`src/rtl/io_bus_arbiter_pkg.sv`:
```
// Shared bus widths, control encodings and arbiter state encodings.
// The IO_BUS_WIDTH_* macros may be overridden on the command line; defaults are set here.
`ifndef IO_BUS_WIDTH_ADDR
`define IO_BUS_WIDTH_ADDR 32
`endif
`ifndef IO_BUS_WIDTH_CTRL
`define IO_BUS_WIDTH_CTRL 2
`endif
`ifndef IO_BUS_WIDTH_DATA
`define IO_BUS_WIDTH_DATA 32
`endif

package io_bus_arbiter_pkg;

    localparam int ADDR_W = `IO_BUS_WIDTH_ADDR;
    localparam int CTRL_W = `IO_BUS_WIDTH_CTRL;
    localparam int DATA_W = `IO_BUS_WIDTH_DATA;

    localparam logic [CTRL_W-1:0] CTRL_NOP   = CTRL_W'(0);
    localparam logic [CTRL_W-1:0] CTRL_WRITE = CTRL_W'(2);

    typedef enum logic [1:0] {
        ST_IDLE = 2'd0,
        ST_BUSY = 2'd1,
        ST_DONE = 2'd2
    } state_t;

    function automatic logic is_write(input logic [CTRL_W-1:0] ctrl);
        return ctrl == CTRL_WRITE;
    endfunction

endpackage

```
`src/rtl/io_bus_arbiter_rr_picker.sv`:
```
// Combinational round-robin selection: the master at ptr has top priority,
// priority falls with increasing index modulo NUM_REQ.
module io_bus_arbiter_rr_picker #(
    parameter int NUM_REQ = 3,
    parameter int IDX_W   = $clog2(NUM_REQ)
) (
    input  logic [NUM_REQ-1:0] req,
    input  logic [IDX_W-1:0]   ptr,
    output logic               any,
    output logic [NUM_REQ-1:0] win_oh,
    output logic [IDX_W-1:0]   win_idx
);

    always_comb begin
        int k;
        logic [IDX_W-1:0] k_idx;
        any     = 1'b0;
        win_idx = '0;
        for (int i = 0; i < NUM_REQ; i++) begin
            k = int'(ptr) + i;
            if (k >= NUM_REQ) begin
                k = k - NUM_REQ;
            end
            k_idx = IDX_W'(k);
            if (!any && req[k_idx]) begin
                any     = 1'b1;
                win_idx = k_idx;
            end
        end
        win_oh = any ? (NUM_REQ'(1) << win_idx) : '0;
    end

endmodule

```
`src/rtl/io_bus_arbiter.sv`:
```
// Round-robin arbiter granting one of NUM_REQ masters a single bus transaction (IDLE/BUSY/DONE).
// Define IO_ARB_TIMEOUT_EN to add a BUSY watchdog that ends a stalled transfer with err=1.
module io_bus_arbiter
    import io_bus_arbiter_pkg::*;
#(
    parameter int NUM_REQ        = 3,
    parameter int TIMEOUT_CYCLES = 255
) (
    input  logic                                  clk,
    input  logic                                  rst,
    input  logic [NUM_REQ-1:0]                    req,
    input  logic [NUM_REQ*`IO_BUS_WIDTH_ADDR-1:0] m_addr,
    input  logic [NUM_REQ*`IO_BUS_WIDTH_CTRL-1:0] m_ctrl,
    input  logic [NUM_REQ*`IO_BUS_WIDTH_DATA-1:0] m_wdata,
    output logic [NUM_REQ-1:0]                    gnt,
    output logic [NUM_REQ-1:0]                    done,
    output logic [`IO_BUS_WIDTH_DATA-1:0]         rdata,
    output logic                                  err,
    output logic [`IO_BUS_WIDTH_ADDR-1:0]         bus_addr,
    output logic [`IO_BUS_WIDTH_CTRL-1:0]         bus_ctrl,
    output logic [`IO_BUS_WIDTH_DATA-1:0]         bus_wdata,
    output logic                                  bus_data_oe,
    input  logic [`IO_BUS_WIDTH_DATA-1:0]         bus_rdata,
    input  logic                                  bus_ack
);

    localparam int IDX_W = $clog2(NUM_REQ);

    if (NUM_REQ < 2 || NUM_REQ > 8) begin : g_bad_num_req
        $error("io_bus_arbiter: NUM_REQ must be 2..8");
    end
    if (TIMEOUT_CYCLES < 1 || TIMEOUT_CYCLES > 65535) begin : g_bad_timeout
        $error("io_bus_arbiter: TIMEOUT_CYCLES must be 1..65535");
    end

    logic [ADDR_W-1:0] addr_arr  [NUM_REQ];
    logic [CTRL_W-1:0] ctrl_arr  [NUM_REQ];
    logic [DATA_W-1:0] wdata_arr [NUM_REQ];

    for (genvar g = 0; g < NUM_REQ; g++) begin : g_unpack
        assign addr_arr[g]  = m_addr[g*ADDR_W +: ADDR_W];
        assign ctrl_arr[g]  = m_ctrl[g*CTRL_W +: CTRL_W];
        assign wdata_arr[g] = m_wdata[g*DATA_W +: DATA_W];
    end

    state_t             state, state_nxt;
    logic [IDX_W-1:0]   ptr;
    logic [IDX_W-1:0]   win;
    logic [NUM_REQ-1:0] win_oh;
    logic [CTRL_W-1:0]  ctrl_lat;
    logic               pick_any;
    logic [NUM_REQ-1:0] pick_oh;
    logic [IDX_W-1:0]   pick_idx;
    logic               take_req, ack_hit, tmo_fire, tmo_hit;

    io_bus_arbiter_rr_picker #(
        .NUM_REQ (NUM_REQ),
        .IDX_W   (IDX_W)
    ) rr_picker (
        .req     (req),
        .ptr     (ptr),
        .any     (pick_any),
        .win_oh  (pick_oh),
        .win_idx (pick_idx)
    );

    always_comb begin
        state_nxt   = state;
        take_req    = 1'b0;
        ack_hit     = 1'b0;
        tmo_fire    = 1'b0;
        gnt         = '0;
        done        = '0;
        bus_ctrl    = CTRL_NOP;
        bus_data_oe = 1'b0;
        case (state)
            ST_IDLE: begin
                if (pick_any) begin
                    take_req  = 1'b1;
                    state_nxt = ST_BUSY;
                end
            end
            ST_BUSY: begin
                gnt         = win_oh;
                bus_ctrl    = ctrl_lat;
                bus_data_oe = is_write(ctrl_lat);
                // ack has priority over a timeout landing in the same cycle
                if (bus_ack) begin
                    ack_hit   = 1'b1;
                    state_nxt = ST_DONE;
                end else if (tmo_hit) begin
                    tmo_fire  = 1'b1;
                    state_nxt = ST_DONE;
                end
            end
            ST_DONE: begin
                gnt       = win_oh;
                done      = win_oh;
                state_nxt = ST_IDLE;
            end
            default: state_nxt = ST_IDLE;
        endcase
    end

    always_ff @(posedge clk) begin
        if (rst) begin
            state     <= ST_IDLE;
            ptr       <= '0;
            win       <= '0;
            win_oh    <= '0;
            ctrl_lat  <= CTRL_NOP;
            bus_addr  <= '0;
            bus_wdata <= '0;
            rdata     <= '0;
        end else begin
            state <= state_nxt;
            if (take_req) begin
                win       <= pick_idx;
                win_oh    <= pick_oh;
                ctrl_lat  <= ctrl_arr[pick_idx];
                bus_addr  <= addr_arr[pick_idx];
                bus_wdata <= wdata_arr[pick_idx];
            end
            if (ack_hit) begin
                rdata <= bus_rdata;
            end else if (tmo_fire) begin
                rdata <= '0;
            end
            // the finished master drops to lowest priority
            if (state == ST_DONE) begin
                ptr <= (win == IDX_W'(NUM_REQ - 1)) ? '0 : win + 1'b1;
            end
        end
    end

`ifdef IO_ARB_TIMEOUT_EN
    logic [15:0] tmo_cnt;
    logic        err_q;

    assign tmo_hit = (state == ST_BUSY) && (tmo_cnt == 16'(TIMEOUT_CYCLES - 1));
    assign err     = err_q;

    always_ff @(posedge clk) begin
        if (rst) begin
            tmo_cnt <= '0;
            err_q   <= 1'b0;
        end else begin
            if (take_req) begin
                tmo_cnt <= '0;
            end else if (state == ST_BUSY && !bus_ack) begin
                tmo_cnt <= tmo_cnt + 16'd1;
            end
            if (ack_hit) begin
                err_q <= 1'b0;
            end else if (tmo_fire) begin
                err_q <= 1'b1;
            end
        end
    end
`else
    assign tmo_hit = 1'b0;
    assign err     = 1'b0;
`endif

endmodule

```
`config.mk`:
```
export PLATFORM = sky130hd
export DESIGN_NAME = io_bus_arbiter
export DESIGN_NICKNAME = d
export VERILOG_FILES = /design/src/rtl/io_bus_arbiter_pkg.sv /design/src/rtl/io_bus_arbiter_rr_picker.sv /design/src/rtl/io_bus_arbiter.sv
export SDC_FILE = /design/constraint.sdc
export NUM_CORES = 1
export LEC_CHECK = 0
export ABC_CLOCK_PERIOD_IN_PS = 3200
export BUFFER_PORTS_ARGS = -buffer_cell sky130_fd_sc_hd__buf_2
export CAP_MARGIN = 20
export CORE_AREA = 2 2 133 135
export DETAILED_ROUTE_END_ITERATION = 7
export DIE_AREA = 0 0 135 137
export GPL_TIMING_DRIVEN = 0
export PLACE_DENSITY = 0.67
export SETUP_SLACK_MARGIN = 0.2
export SYNTH_ARGS = -nofsm -noshare
export SYNTH_HDL_FRONTEND = slang
export SYNTH_HIERARCHICAL = 1
export SYNTH_SLANG_ARGS = --single-unit
```
`constraint.sdc`:
```
create_clock -name clk -period 3.2 [get_ports clk]
set_clock_uncertainty 0.1 [all_clocks]
set_input_delay 0.16 -clock clk [delete_from_list [all_inputs] [get_ports clk]]
set_output_delay 0.16 -clock clk [all_outputs]
set_load 0.1 [all_outputs]
```
* After elaboration in Yosys (flattened, before gate mapping)
Index checks and enable logic that the tools add are counted.
** Storage, ports and cells
- Register bits after elaboration :: 107
- Output and inout bits :: 106
** Cells by class
- Order comparisons :: 7
- Mux-type cells :: 38
- Bitwise logic cells :: 1
- Reduce and logical (&&, ||, !) cells :: 7
- Eq/ne operators :: 6
- Add/subtract/negate cells :: 6
- Shift-type cells :: 1
** Operators by type and width (number)
- 32-bit 2-to-1 mux :: 5
- 32-bit binary-select mux with 2-bit select :: 2
- 2-bit 2-to-1 mux :: 12
- 1-bit 2-to-1 mux :: 11
- 2-bit by 3-bit less-than comparator with 1-bit output, second input constant :: 3
- 3-bit 2-to-1 mux :: 3
- 1-bit binary-select mux with 2-bit select :: 3
- 2-bit == test, second input constant :: 3
- 3-bit by 2-bit >= comparator with 1-bit output, second input constant :: 2
- 2-bit binary-select mux with 2-bit select :: 1
- 2-bit != test, second input constant :: 2
- 2-bit case mux with 2 select lines :: 1
- 2-bit by 1-bit subtractor with 2-bit output, second input constant :: 2
- 2-bit by 1-bit adder with 3-bit output, second input constant :: 1
- 2-bit by 2-bit adder with 3-bit output, second input constant :: 1
- 3-bit >= comparator, second input constant :: 1
- 2-bit NOT with 3-bit output :: 1
- 1-bit by 2-bit left shift with 3-bit output, first input constant :: 1
- 2-bit by 1-bit adder with 2-bit output, second input constant :: 1
- 2-bit by 1-bit == test with 1-bit output, second input constant :: 1
- 2-bit >= comparator, second input constant :: 1
- 1-bit logical AND :: 2
- 1-bit zero test :: 2
- 2-bit zero test :: 1
- other kinds (3) :: 3

* Longest topological paths before layout
- Depth after elaboration :: 15
- Depth in mapped cells :: 13

* By module
Netlist, hierarchy kept.
** Modules (own cells, without submodules)
- io_bus_arbiter :: area an instance 5161.2 um^2, cells an instance 575, seq. area each 2142.1 um^2, instances 1
- io_bus_arbiter_rr_picker :: area an instance 345.3 um^2, cells an instance 44, seq. area each 0.0 um^2, instances 1

* Worst setup path after synthesis
Ideal clock, no wire load.
- Path kind :: reg2reg
- Start point :: register ptr[0]
- End point :: register bus_addr[29]
- Data arrival time :: 2.404 ns
- Setup slack :: 0.573 ns
- Cell stages (with the launch flop) :: 14
- Data required time :: 2.978 ns
- Clock period less this slack :: 2.627 ns
- Path buffers :: 4
- Library setup time :: 0.122 ns
- Cell sequence :: dfxtp_1 -> inv_1 -> ha_1 -> buf_6 -> and2b_4 -> a21boi_1 -> o221ai_1 -> a32oi_2 -> buf_4 -> buf_12 -> buf_12 -> mux2i_1 -> nor4_1 -> a221o_1
** On the way
- Cells in the longest elaborated chain, start to end :: 15
- Elaborated cells between the ends (all ways) :: 33
** RTL lines
- from (decl) :: RTL line io_bus_arbiter.sv:47 : logic [IDX_W-1:0] ptr;
- from (signal assigned) :: RTL line io_bus_arbiter.sv:131 : ptr <= (win == IDX_W'(NUM_REQ - 1)) ? '0 : win + 1'b1;
- parallel branches: the longest is 10 deep, another holds 2-bit by 1-bit adder with 3-bit output
- 2-bit 2-to-1 mux * :: RTL line io_bus_arbiter_rr_picker.sv:25 : if (!any && req[k_idx]) begin
- net pick_idx[0] :: RTL line io_bus_arbiter.sv:53 : logic [IDX_W-1:0] pick_idx;
- 2-bit NOT with 3-bit output (not written as such) * :: RTL line io_bus_arbiter.sv:121 : bus_addr <= addr_arr[pick_idx];
- 32-bit binary-select mux with 2-bit select * :: RTL line io_bus_arbiter.sv:121
- 32-bit 2-to-1 mux (not written as such) * (2 in series) :: RTL line io_bus_arbiter.sv:121
- to (signal assigned) :: RTL line io_bus_arbiter.sv:121
- to (decl) :: RTL line io_bus_arbiter.sv:19 : output logic [`IO_BUS_WIDTH_ADDR-1:0] bus_addr,
Mark *: on every way through the listed nets, which the timed path passes. The select of a mux whose other input is x is not followed.
A chain may end at the register's enable or synchronous reset.

* Final worst setup path
- Start point :: register ptr[0]
- End point :: register ctrl_lat[1]
** On the way
- Cells in the longest elaborated chain, start to end :: 15
- Elaborated cells between the ends (all ways) :: 33
** RTL lines
- parallel branches: the longest is 10 deep, another holds 2-bit by 1-bit adder with 3-bit output
- 2-bit 2-to-1 mux * :: RTL line io_bus_arbiter_rr_picker.sv:25
- net pick_idx[0] :: RTL line io_bus_arbiter.sv:53
- 2-bit NOT with 3-bit output (not written as such) * :: RTL line io_bus_arbiter.sv:120 : ctrl_lat <= ctrl_arr[pick_idx];
- 2-bit binary-select mux with 2-bit select * :: RTL line io_bus_arbiter.sv:120
- 2-bit 2-to-1 mux (not written as such) * (2 in series) :: RTL line io_bus_arbiter.sv:120
- to (signal assigned) :: RTL line io_bus_arbiter.sv:120
- to (decl) :: RTL line io_bus_arbiter.sv:50 : logic [CTRL_W-1:0] ctrl_lat;
Marks and branches as above.

==> results.cfg <==
[timing]
slew-limit-headroom = 0.6282
setup_viol = 0
slew_viol_final = 0
rsz0062_at_grt = yes
final_hold_viol_count = 0
period_share = 0.9055
setup_tns_ns = 0
max_freq_mhz = 345.1
worst_pin_slew_ns = 0.5559
min_period_ns = 2.898

[global_routing]
grt_max_degree = 17
grt_pass1_vias = 5808
track_usage = 0.2136
grt_pass1_wl_mm = 30.48
grt_overflow = 0
antenna_found_initial = 0

[placement]
place_area_um2 = 7485
dpl.hpwl_mm = 15.79
gp_congestion = 0.8191
portBuffers = 339

[power]
p_leak_nw = 4.003
powerDensity_nw_per_um2 = 804.4
peakVddDrop_mv = 0.3242

[yosys]
synthCells = 619
async_flop_share = 0
yosysTopAreaCellShare = 0.3890
synth_nets = 864
synth.top_cells.by_area = dfxtp_1 (39%), mux2i_1 (13%), a2bb2oi_1 (10%), a211oi_1 (8.6%), nand2_1 (5.5%)
synth_common_cells = dfxtp_1 (107), nand2_1 (81), nor2_1 (71)
yosys_warnings = 6
ys_types = 40
synth-edff-count = 0
synth-seq-cells = 107
ys_seq_area_frac = 0.3890
avgSynthCellArea_um2 = 8.896
yosys.area.top_type = dfxtp_1
synth_area_um2 = 5507
synth_most_common_cell = dfxtp_1
synth_ff_type = dfxtp_1

[cts]
clockRootBuffer = clkbuf_16
clockBufferDepth = 2
clk_pin_slew_ns = 0.07
clk_latency_ns = 0.34
clock-sinks = 107
htree_levels = 3
numCtsBuffers = 9
cts_tree = built

[status]
status = finished, final reports clean

[worst_setup_path]
cp_top_family = compound AO/OA/AOI/OAI gates
crit_type = reg2reg
max_stage_delay_ns = 0.36
critPathArrivalTime_ns = 3.03
crit_path_cell_trace = inv_1 -> ha_2 -> buf_6 -> and2b_4 -> a21boi_2 -> o221ai_2 -> a32oi_2 -> buf_6 -> buf_12 -> buf_12 -> mux2i_4 -> nor4_1 -> a221o_1
cp_slowest_cell = dfxtp_2
crit_fanout = 10
cp.required_ns = 3.33
worst-path-buf-inv = 5
crit_cells = 13
reg2reg_depth = 13
end_kind = flip-flop
crit_path_start_kind = flip-flop

[floorplanning]
pin_count = 342
die_w_um = 135
die_y_um = 137
die-area_um2 = 18500
core-area_um2 = 17060
rows = 48
initial_utilization = 0.3228

[routing]
ant_nets = 0
drt-total-wl_mm = 20.91
vias = 5969
first_pass_iters = 4
drc = 0
wl_per_cell_um = 16.82
drt_first_iter_violations = 264
viasPerCell = 4.802

[flow_run]
max_cap_violations = 0

[cells_and_area]
syn_to_final_growth_pct = 51.81
drive_above_1_share = 0.4214
postLayoutCoreUtil = 0.4901
fin_nets = 1260
n_fill_cell = 1630
multi_input_comb_area_um2 = 3129
register_area_um2 = 2145
diodes = 0
stdcell_area_um2 = 8359

[min_path]
worstHoldPathType = in2reg
hold-path-cell-count = 3
-- repair_timing --
action	CTS	global route
pin swaps	1	2
cloned	0	1
endpoints found under the hold margin	35	0
hold buffers	35	0
resized for setup	13	27
endpoints found under the setup margin	67	59
setup buffers	5	5
-- layout make-up --
cell class,count,area share
plain buffers,58,0.04416
clock buffers,10,0.02739
clock inverters,4,0.003443
inverters,8,0.003592
multi-input cells,446,0.3743
flip-flops and latches,107,0.2565
well taps,225,0.03368
repair buffers,385,0.2568
-- cells in the final DEF, fill, tap and decap left out, types with 17 or more instances in the layout --
| master | n |
|---|---|
| buf_2 | 352 |
| mux2i_1 | 64 |
| nand2_1 | 81 |
| buf_4 | 17 |
| nor2_1 | 71 |
| dlygate4sd3_1 | 35 |
| a211oi_1 | 63 |
| a2bb2oi_1 | 54 |
| dfxtp_1 | 105 |
| a21oi_1 | 41 |
| clkbuf_1 | 23 |
-- kinds of logic (layout without fill, tap and decap cells) --
kind of cell | Yosys count | in the layout | share of synthesized area
AO/OA/AOI/OAI | 187 | 187 | 0.2579
AND/OR/NAND/NOR | 178 | 178 | 0.1350
flip-flops | 107 | 107 | 0.3890
multiplexers | 71 | 71 | 0.1297
buffers and inverters | 66 | 465 | 0.06726
adder cells (fa/ha/maj) | 9 | 9 | 0.02045
other | 1 | 1 | 0.0006810
-- registers in the layout, summed over array words and instances, names as in the netlist --
name and count:
bus_wdata 32, bus_addr 32, ctrl_lat 2, ptr 2
win_oh 3, rdata 32, state 2, win 2
-- where the power goes --
group	leakage [nW]	switching [W]	internal (W)
clock network	0.121	0.000513	0.000522
logic	3.00	0.00293	0.00102
registers	0.883	0.000141	0.00161
-- worst reg2reg max path: stages (launching register included) --
cell and delay [ns]:
dfxtp_2 0.36, inv_1 0.06, ha_2 0.31, buf_6 0.12
and2b_4 0.18, a21boi_2 0.18, o221ai_2 0.14, a32oi_2 0.26
buf_6 0.17, buf_12 0.15, buf_12 0.15, mux2i_4 0.26
nor4_1 0.07, a221o_1 0.27
-- worst paths after layout --
kind                                             from                   endpoint  slack, ns
worst min register to register  rdata[7]$_SDFFE_PP0P_      rdata[7]$_SDFFE_PP0P_       0.35
worst min-delay path                       m_addr[80]  bus_addr[16]$_SDFFE_PP0P_       0.05
worst max-delay path              ptr[0]$_SDFFE_PP0N_   ctrl_lat[1]$_SDFFE_PP0P_       0.30
worst max register to register    ptr[0]$_SDFFE_PP0N_   ctrl_lat[1]$_SDFFE_PP0P_       0.30
-- metal layers --
metal | share of wire | up-vias | global-route usage
met3 | 0.050 | 26 | 0.03444
met2 | 0.50 | 212 | 0.3824
met4 | 0.021 | 0 | 0.08102
met5 | 0 | - | 0
li1 | - | 3017 | -
met1 | 0.43 | 2714 | 0.2569
-- stage by stage --
stage | std cells | worst slack, ns | total power, W | hold WS, ns
detailed placement | 1183 | -0.5744 | 0.005560 | 0.2909
global placement | 1183 | -0.5145 | 0.005534 | 0.2957
global route | 1243 | 0.1757 | 0.007017 | 0.04878
finish | 1243 | 0.3024 | 0.006724 | 0.04522
CTS | 1237 | 0.2396 | 0.006670 | 0.03174
floorplan | 619 | 0.5732 | 0.004769 | 0.1960
Power figures use the tool's default switching activity.
